## src/rtl/instruction_fetch_pkg.sv

```systemverilog
// Shared definitions for the instruction fetch stage: fetch FSM encoding,
// program counter load selects and the reset/vector/NOP defaults.
package instruction_fetch_pkg;

  localparam int          DATA_WIDTH_DEFAULT        = 32;
  localparam int          INSTRUCTION_WIDTH_DEFAULT = 16;
  localparam logic [31:0] BOOT_ADDRESS_DEFAULT      = 32'h0000_0000;
  localparam logic [31:0] INTERRUPT_VECTOR_DEFAULT  = 32'h0000_0100;
  localparam logic [15:0] NOP_INSTRUCTION           = 16'h0000;

  typedef enum logic [1:0] {
    ST_IDLE  = 2'd0,
    ST_FETCH = 2'd1,
    ST_DRAIN = 2'd2,
    ST_HOLD  = 2'd3
  } fetch_state_e;

  typedef enum logic [1:0] {
    PC_KEEP   = 2'd0,
    PC_INC    = 2'd1,
    PC_TARGET = 2'd2,
    PC_VECTOR = 2'd3
  } pc_sel_e;

endpackage

```

## src/rtl/instruction_fetch_if.sv

```systemverilog
// Instruction memory request/ready bus between the fetch stage (master)
// and instruction memory (slave).
interface instruction_fetch_if #(
  parameter int DATA_WIDTH        = 32,
  parameter int INSTRUCTION_WIDTH = 16
) ();

  logic                         mem_request;
  logic [DATA_WIDTH-1:0]        mem_address;
  logic                         mem_ready;
  logic [INSTRUCTION_WIDTH-1:0] mem_data;

  modport master (output mem_request, output mem_address,
                  input  mem_ready,   input  mem_data);

  modport slave  (input  mem_request, input  mem_address,
                  output mem_ready,   output mem_data);

endinterface

```

## src/rtl/instruction_fetch_program_counter.sv

```systemverilog
// Program counter register: keep, increment (wrapping), load a branch target
// or load the interrupt vector; resets to the boot address.
module instruction_fetch_program_counter
  import instruction_fetch_pkg::*;
#(
  parameter int                    DATA_WIDTH       = DATA_WIDTH_DEFAULT,
  parameter logic [DATA_WIDTH-1:0] BOOT_ADDRESS     = BOOT_ADDRESS_DEFAULT,
  parameter logic [DATA_WIDTH-1:0] INTERRUPT_VECTOR = INTERRUPT_VECTOR_DEFAULT
) (
  input  logic                  clock,
  input  logic                  reset,
  input  pc_sel_e               sel,
  input  logic [DATA_WIDTH-1:0] target,
  output logic [DATA_WIDTH-1:0] pc
);

  logic [DATA_WIDTH-1:0] pc_q;
  logic [DATA_WIDTH-1:0] pc_d;

  // next pc selection
  always_comb begin
    pc_d = pc_q;
    case (sel)
      PC_KEEP:   pc_d = pc_q;
      PC_INC:    pc_d = pc_q + {{(DATA_WIDTH-1){1'b0}}, 1'b1};
      PC_TARGET: pc_d = target;
      PC_VECTOR: pc_d = INTERRUPT_VECTOR;
      default:   pc_d = pc_q;
    endcase
  end

  // pc register
  always_ff @(posedge clock) begin
    if (!reset) begin
      pc_q <= BOOT_ADDRESS;
    end else begin
      pc_q <= pc_d;
    end
  end

  assign pc = pc_q;

endmodule

```

## src/rtl/instruction_fetch.sv

```systemverilog
// Fetch stage: fetches one instruction at a time over the memory handshake,
// holds it for control, applies branches and redirects to the interrupt vector.
module instruction_fetch
  import instruction_fetch_pkg::*;
#(
  parameter int                    DATA_WIDTH        = DATA_WIDTH_DEFAULT,
  parameter int                    INSTRUCTION_WIDTH = INSTRUCTION_WIDTH_DEFAULT,
  parameter logic [DATA_WIDTH-1:0] BOOT_ADDRESS      = BOOT_ADDRESS_DEFAULT,
  parameter logic [DATA_WIDTH-1:0] INTERRUPT_VECTOR  = INTERRUPT_VECTOR_DEFAULT
) (
  input  logic                         clock,
  input  logic                         reset,
  input  logic                         enable,
  input  logic                         should_branch,
  input  logic [DATA_WIDTH-1:0]        branch_target,
  input  logic                         interruption,
  input  logic                         is_os,
  instruction_fetch_if.master          mem,
  output logic [INSTRUCTION_WIDTH-1:0] Instruction,
  output logic                         instruction_valid,
  output logic [DATA_WIDTH-1:0]        pc,
  output logic [DATA_WIDTH-1:0]        return_address,
  output logic                         interrupt_taken
);

  fetch_state_e                 state_q,   state_d;
  logic [INSTRUCTION_WIDTH-1:0] instr_q,   instr_d;
  logic                         valid_q,   valid_d;
  logic [DATA_WIDTH-1:0]        ret_q,     ret_d;
  logic                         pending_q, pending_d;
  logic                         itaken_q,  itaken_d;
  logic [DATA_WIDTH-1:0]        addr_q,    addr_d;
  logic                         req_q,     req_d;

  pc_sel_e               pc_sel_s;
  logic [DATA_WIDTH-1:0] pc_s;
  logic [DATA_WIDTH-1:0] seq_next_s;
  logic                  take_s;
  logic                  can_take_s;

  instruction_fetch_program_counter #(
    .DATA_WIDTH       (DATA_WIDTH),
    .BOOT_ADDRESS     (BOOT_ADDRESS),
    .INTERRUPT_VECTOR (INTERRUPT_VECTOR)
  ) u_program_counter (
    .clock  (clock),
    .reset  (reset),
    .sel    (pc_sel_s),
    .target (branch_target),
    .pc     (pc_s)
  );

  assign seq_next_s = should_branch ? branch_target
                                    : pc_s + {{(DATA_WIDTH-1){1'b0}}, 1'b1};
  assign can_take_s = pending_q && !is_os;

  // fetch FSM next-state, interrupt redirect and output register updates
  always_comb begin
    state_d  = state_q;
    instr_d  = instr_q;
    valid_d  = valid_q;
    ret_d    = ret_q;
    itaken_d = 1'b0;
    addr_d   = addr_q;
    pc_sel_s = PC_KEEP;
    take_s   = 1'b0;
    case (state_q)
      ST_IDLE: begin
        state_d = ST_FETCH;
        addr_d  = pc_s;
      end
      ST_FETCH: begin
        if (can_take_s) begin
          // the in-flight word is abandoned; a pending beat must still drain
          take_s   = 1'b1;
          ret_d    = pc_s;
          pc_sel_s = PC_VECTOR;
          itaken_d = 1'b1;
          if (mem.mem_ready) begin
            state_d = ST_FETCH;
            addr_d  = INTERRUPT_VECTOR;
          end else begin
            state_d = ST_DRAIN;
          end
        end else if (mem.mem_ready) begin
          instr_d = mem.mem_data;
          valid_d = 1'b1;
          state_d = ST_HOLD;
        end else begin
          state_d = ST_FETCH;
        end
      end
      ST_DRAIN: begin
        if (mem.mem_ready) begin
          state_d = ST_FETCH;
          addr_d  = pc_s;
        end else begin
          state_d = ST_DRAIN;
        end
      end
      ST_HOLD: begin
        if (enable) begin
          valid_d = 1'b0;
          state_d = ST_FETCH;
          if (can_take_s) begin
            take_s   = 1'b1;
            ret_d    = seq_next_s;
            pc_sel_s = PC_VECTOR;
            itaken_d = 1'b1;
            addr_d   = INTERRUPT_VECTOR;
          end else begin
            pc_sel_s = should_branch ? PC_TARGET : PC_INC;
            addr_d   = seq_next_s;
          end
        end else begin
          state_d = ST_HOLD;
        end
      end
      default: begin
        state_d = ST_IDLE;
        valid_d = 1'b0;
      end
    endcase
    // a pulse coinciding with a take re-arms the request
    pending_d = (pending_q && !take_s) || interruption;
    req_d     = (state_d == ST_FETCH) || (state_d == ST_DRAIN);
  end

  // state and output registers
  always_ff @(posedge clock) begin
    if (!reset) begin
      state_q   <= ST_IDLE;
      instr_q   <= INSTRUCTION_WIDTH'(NOP_INSTRUCTION);
      valid_q   <= 1'b0;
      ret_q     <= {DATA_WIDTH{1'b0}};
      pending_q <= 1'b0;
      itaken_q  <= 1'b0;
      addr_q    <= BOOT_ADDRESS;
      req_q     <= 1'b0;
    end else begin
      state_q   <= state_d;
      instr_q   <= instr_d;
      valid_q   <= valid_d;
      ret_q     <= ret_d;
      pending_q <= pending_d;
      itaken_q  <= itaken_d;
      addr_q    <= addr_d;
      req_q     <= req_d;
    end
  end

  assign mem.mem_request   = req_q && reset;
  assign mem.mem_address   = addr_q;
  assign Instruction       = instr_q;
  assign instruction_valid = valid_q;
  assign pc                = pc_s;
  assign return_address    = ret_q;
  assign interrupt_taken   = itaken_q;

endmodule

```

## src/flat_wrapper.sv

```systemverilog
// flat-port wrapper written by rule: the top's interface ports become plain ports
module instruction_fetch_flat import instruction_fetch_pkg::*;
#(
  parameter int                    DATA_WIDTH        = DATA_WIDTH_DEFAULT,
  parameter int                    INSTRUCTION_WIDTH = INSTRUCTION_WIDTH_DEFAULT,
  parameter logic [DATA_WIDTH-1:0] BOOT_ADDRESS      = BOOT_ADDRESS_DEFAULT,
  parameter logic [DATA_WIDTH-1:0] INTERRUPT_VECTOR  = INTERRUPT_VECTOR_DEFAULT
)
  (clock, reset, enable, should_branch, branch_target, interruption, is_os, Instruction, instruction_valid, pc, return_address, interrupt_taken, mem_mem_request, mem_mem_address, mem_mem_ready, mem_mem_data);
  instruction_fetch_if #(.DATA_WIDTH(DATA_WIDTH), .INSTRUCTION_WIDTH(INSTRUCTION_WIDTH)) mem_i ();
  input  logic clock;
  input  logic reset;
  input  logic enable;
  input  logic should_branch;
  input  logic [DATA_WIDTH-1:0] branch_target;
  input  logic interruption;
  input  logic is_os;
  output logic [INSTRUCTION_WIDTH-1:0] Instruction;
  output logic instruction_valid;
  output logic [DATA_WIDTH-1:0] pc;
  output logic [DATA_WIDTH-1:0] return_address;
  output logic interrupt_taken;
  output wire logic [$bits(mem_i.mem_request)-1:0] mem_mem_request;
  output wire logic [$bits(mem_i.mem_address)-1:0] mem_mem_address;
  input wire logic [$bits(mem_i.mem_ready)-1:0] mem_mem_ready;
  input wire logic [$bits(mem_i.mem_data)-1:0] mem_mem_data;
  assign mem_mem_request = mem_i.mem_request;
  assign mem_mem_address = mem_i.mem_address;
  assign mem_i.mem_ready = mem_mem_ready;
  assign mem_i.mem_data = mem_mem_data;
  instruction_fetch #(.DATA_WIDTH(DATA_WIDTH), .INSTRUCTION_WIDTH(INSTRUCTION_WIDTH), .BOOT_ADDRESS(BOOT_ADDRESS), .INTERRUPT_VECTOR(INTERRUPT_VECTOR)) u_core (.clock(clock), .reset(reset), .enable(enable), .should_branch(should_branch), .branch_target(branch_target), .interruption(interruption), .is_os(is_os), .mem(mem_i), .Instruction(Instruction), .instruction_valid(instruction_valid), .pc(pc), .return_address(return_address), .interrupt_taken(interrupt_taken));
endmodule
```

## config.mk

```make
export PLATFORM = sky130hd
export DESIGN_NAME = instruction_fetch_flat
export DESIGN_NICKNAME = d
export VERILOG_FILES = /design/src/rtl/instruction_fetch_pkg.sv /design/src/rtl/instruction_fetch_if.sv /design/src/rtl/instruction_fetch_program_counter.sv /design/src/rtl/instruction_fetch.sv /design/src/flat_wrapper.sv
export SDC_FILE = /design/constraint.sdc
export NUM_CORES = 1
export LEC_CHECK = 0
export CORE_ASPECT_RATIO = 1.2
export CORE_MARGIN = 2
export CORE_UTILIZATION = 50
export DETAILED_ROUTE_END_ITERATION = 10
export DONT_BUFFER_PORTS = 1
export HOLD_SLACK_MARGIN = 0.05
export PLACE_DENSITY = 0.61
export SLEW_MARGIN = 0
export SYNTH_ARGS = -nofsm -noshare
export SYNTH_HDL_FRONTEND = slang
export SYNTH_HIERARCHICAL = 1
export SYNTH_SLANG_ARGS = --single-unit
export TNS_END_PERCENT = 100
```

## constraint.sdc

```tcl
create_clock -name clock -period 3.01 [get_ports clock]
set_input_delay 0.301 -clock clock [delete_from_list [all_inputs] [get_ports clock]]
set_output_delay 0.301 -clock clock [all_outputs]
set_load 0.01 [all_outputs]
```

==> qor.yml <==
logic_synthesis:
  ys.warnings.count: 6
  avgSynthCellArea_um2: 7.48
  yosys.cell_types.count: 75
  synthArstFlopShare_pct: 0
  ys_ff_latch: 118
  netlist_area_mm2: 0.00746
  ys_seq_area_share_pct: 31.7
  synth_edf_count: 0
  postSynthCellCount: 997
  synth_ff_type: "dfxtp_1"
  synth_nets: 1056
power_and_ir_drop:
  power_leakage_nw: 3.10
  power_mw: 4.67
  p_per_area_mw_per_mm2: 529
  ir_drop_mv: 0.288
place:
  pre_cts_slack_ns: 0.585
  dp.cells: 1167
  placed_area_mm2: 0.00784
  buffer_ports.inserted: 0
  dp_hpwl_um: 20700
  gp_congestion: 0.946
sta:
  max_slew_margin_pct: 39.5
  grt_setup_unrepaired: "no"
  whs_ns: 0.0588
  finalHoldViolations: 0
  slew_viol_final: 0
  setup_viol: 0
  fmax_ghz: 0.398
  setup-tns-final_ns: 0
  fin_skew_ns: 0.00656
  layout_min_cycle_time_ns: 2.51
  setup_ws_ns: 0.500
  worstMarginPinSlew_ns: 0.899
  period_share_pct: 83.4
grt:
  grt_first_pass_wirelength_um: 45000
  grt_pass1_vias: 7777
  grt.overflow.total: 0
  grt_max_degree: 55
  gr-usage-all-layers_pct: 37.1
  antenna_found_initial: 2
layout:
  final_cell_area_mm2: 0.00884
  n_antenna_cell: 0
  finalNetCount: 1082
  syn_to_final_growth_pct: 18.5
  drive_gt1_share_pct: 11.4
  layout.cells.non_filler: 1236
  post-route-util_pct: 61.1
setup_path:
  cp.arrival_ns: 2.88
  r2r-end: "u_core/u_program_counter/pc[22]"
  crit_start: "u_core/state_q[0]"
  setup.worst_path.end_class: "flop"
  r2r_slack_ns: 0.50
  startpoint_type: "flop"
  r2r-start: "u_core/state_q[0]"
  crit_fanout: 16
  required_ns: 3.38
  crit_path_end: "u_core/u_program_counter/pc[22]"
  path_class: "reg -> reg"
  worstRegToRegCells: 6
clock_tree:
  ctsResizeCount: 0
  root_buffer: "clkbuf_16"
  clk_path_buf_depth: 2
  hold_buffers: 37
  h-tree-depth: 4
  clk_pin_slew_ns: 0.06
  worstSkewPairLatency_ns: 0.43
  cts_buffers: 17
  cts_setup_buffers: 0
  tritoncts: "done"
  cts_sinks: 118
route:
  routed_wl_um: 30200
  ant_nets: 0
  drcViolationCount: 0
  drt_iter0_drc: 1343
  firstDrtPassIters: 6
  vias: 8629
  post_drt_wl_per_cell_um: 24.4
  vias_per_cell: 6.98
floorplan:
  rows: 48
  die_area_mm2: 0.0159
  start_util_pct: 51.5
  die_h_um: 138
  die-width_um: 116
  core_mm2: 0.0145
  ios: 170
min_path:
  holdCritPathClass: "in -> reg"
status:
  status: "finished clean"
run:
  cap_violations: 0
[report_power, final]
part	internal (mW)	switching, mW
logic	0.275	0.451
registers	1.66	0.154
clock network	1.33	0.805
total	3.26	1.41
[logic make-up (layout without fill, tap and decap cells)]
family                   after synthesis  count (layout)  synth area share (%)
buffers and inverters                119             158                  6.19
AO/OA/AOI/OAI                        324             324                  29.4
AND/OR/NAND/NOR                      400             400                  28.1
flip-flops                           118             118                  31.7
XOR/XNOR                              19              19                  2.23
multiplexers                          13              13                  1.74
adder cells (fa/ha/maj)                4               4                 0.671
[critical path, stage by stage, from the launching register on]
cell	delay, ns
dfxtp_1	0.60
nand2_1	0.14
nor2_2	0.54
nor2b_1	0.23
and2_1	0.61
a221oi_1	0.20
nand3_1	0.12
[registers in the layout (all words and copies together), names as in the netlist]
register / flops
u_core/Instruction: 16
u_core/instruction_valid: 1
u_core/interrupt_taken: 1
u_core/mem.mem_address: 32
u_core/pending_q: 1
u_core/req_q: 1
u_core/return_address: 32
u_core/state_q: 2
u_core/u_program_counter/pc: 32
[how the worst min path moves through the flow]
stage,start,end,slack (ns),cells past startpoint
after floorplan,enable,u_core/instruction_valid,0.40,1
after global placement,enable,u_core/instruction_valid,0.40,1
after detailed placement,enable,u_core/instruction_valid,0.41,1
after CTS,should_branch,u_core/mem.mem_address[28],0.05,2
after global routing,should_branch,u_core/mem.mem_address[27],0.05,1
final,reset,u_core/mem.mem_address[26],0.06,2
[layout by cell type, fill, tap and decap left out, types with 5 or more instances in the layout]
master,synthesis,routed
o311ai_0,6,6
or3_1,9,9
nor4_1,26,26
nor3_1,29,29
o2bb2ai_1,5,5
buf_4,2,64
xor2_1,9,9
o31ai_1,7,7
o211ai_1,24,24
clkinv_4,0,5
o21ai_0,79,79
nand2b_1,10,10
o22ai_1,7,7
nand3_1,38,38
inv_1,23,23
xnor2_1,10,10
nand4_1,30,30
nor2_1,73,72
a31oi_1,17,17
a32oi_1,10,10
and3_1,19,19
mux2i_1,13,13
a211oi_1,18,18
dlygate4sd3_1,0,36
nor2b_1,9,9
a21oi_1,69,69
o31a_1,5,5
and4_1,11,11
and2_1,11,11
a221o_1,5,5
o211a_1,7,7
dfxtp_1,118,118
o311a_1,8,8
a221oi_1,19,18
nand2_1,108,108
clkbuf_16,0,17
[cell type report]
class | count | area (um^2)
fill | 1344 | 5630
tap | 200 | 250
sequential | 118 | 2360
inverter | 25 | 93.8
timing repair buffer | 101 | 861
clock inverter | 14 | 176
clock buffer | 18 | 439
multi-input combinational | 760 | 4660
[layer usage]
metal / GRT usage, % / up-vias / routed length, um
met5: 0 / - / 41
met4: 14.5 / 6 / 1140
met3: 11.2 / 133 / 3600
met2: 60.4 / 610 / 14000
met1: 45.8 / 4050 / 11400
li1: - / 3830 / -
[cell usage after synthesis (13+ instances only)]
cell	number	share of area, %
and3_1	19	1.6
a221oi_1	19	2.2
nand2_1	108	5.4
nand4_1	30	2.5
clkbuf_1	80	4.0
o211ai_1	24	2.4
inv_1	23	1.2
nor4_1	26	2.2
a211oi_1	18	1.8
a21oi_1	69	4.6
a31oi_1	17	1.4
nor2_1	73	3.7
dfxtp_1	118	32
nand3_1	38	2.5
o21ai_0	79	5.3
mux2i_1	13	1.7
nor3_1	29	1.9
Power figures use the tool's default switching activity.
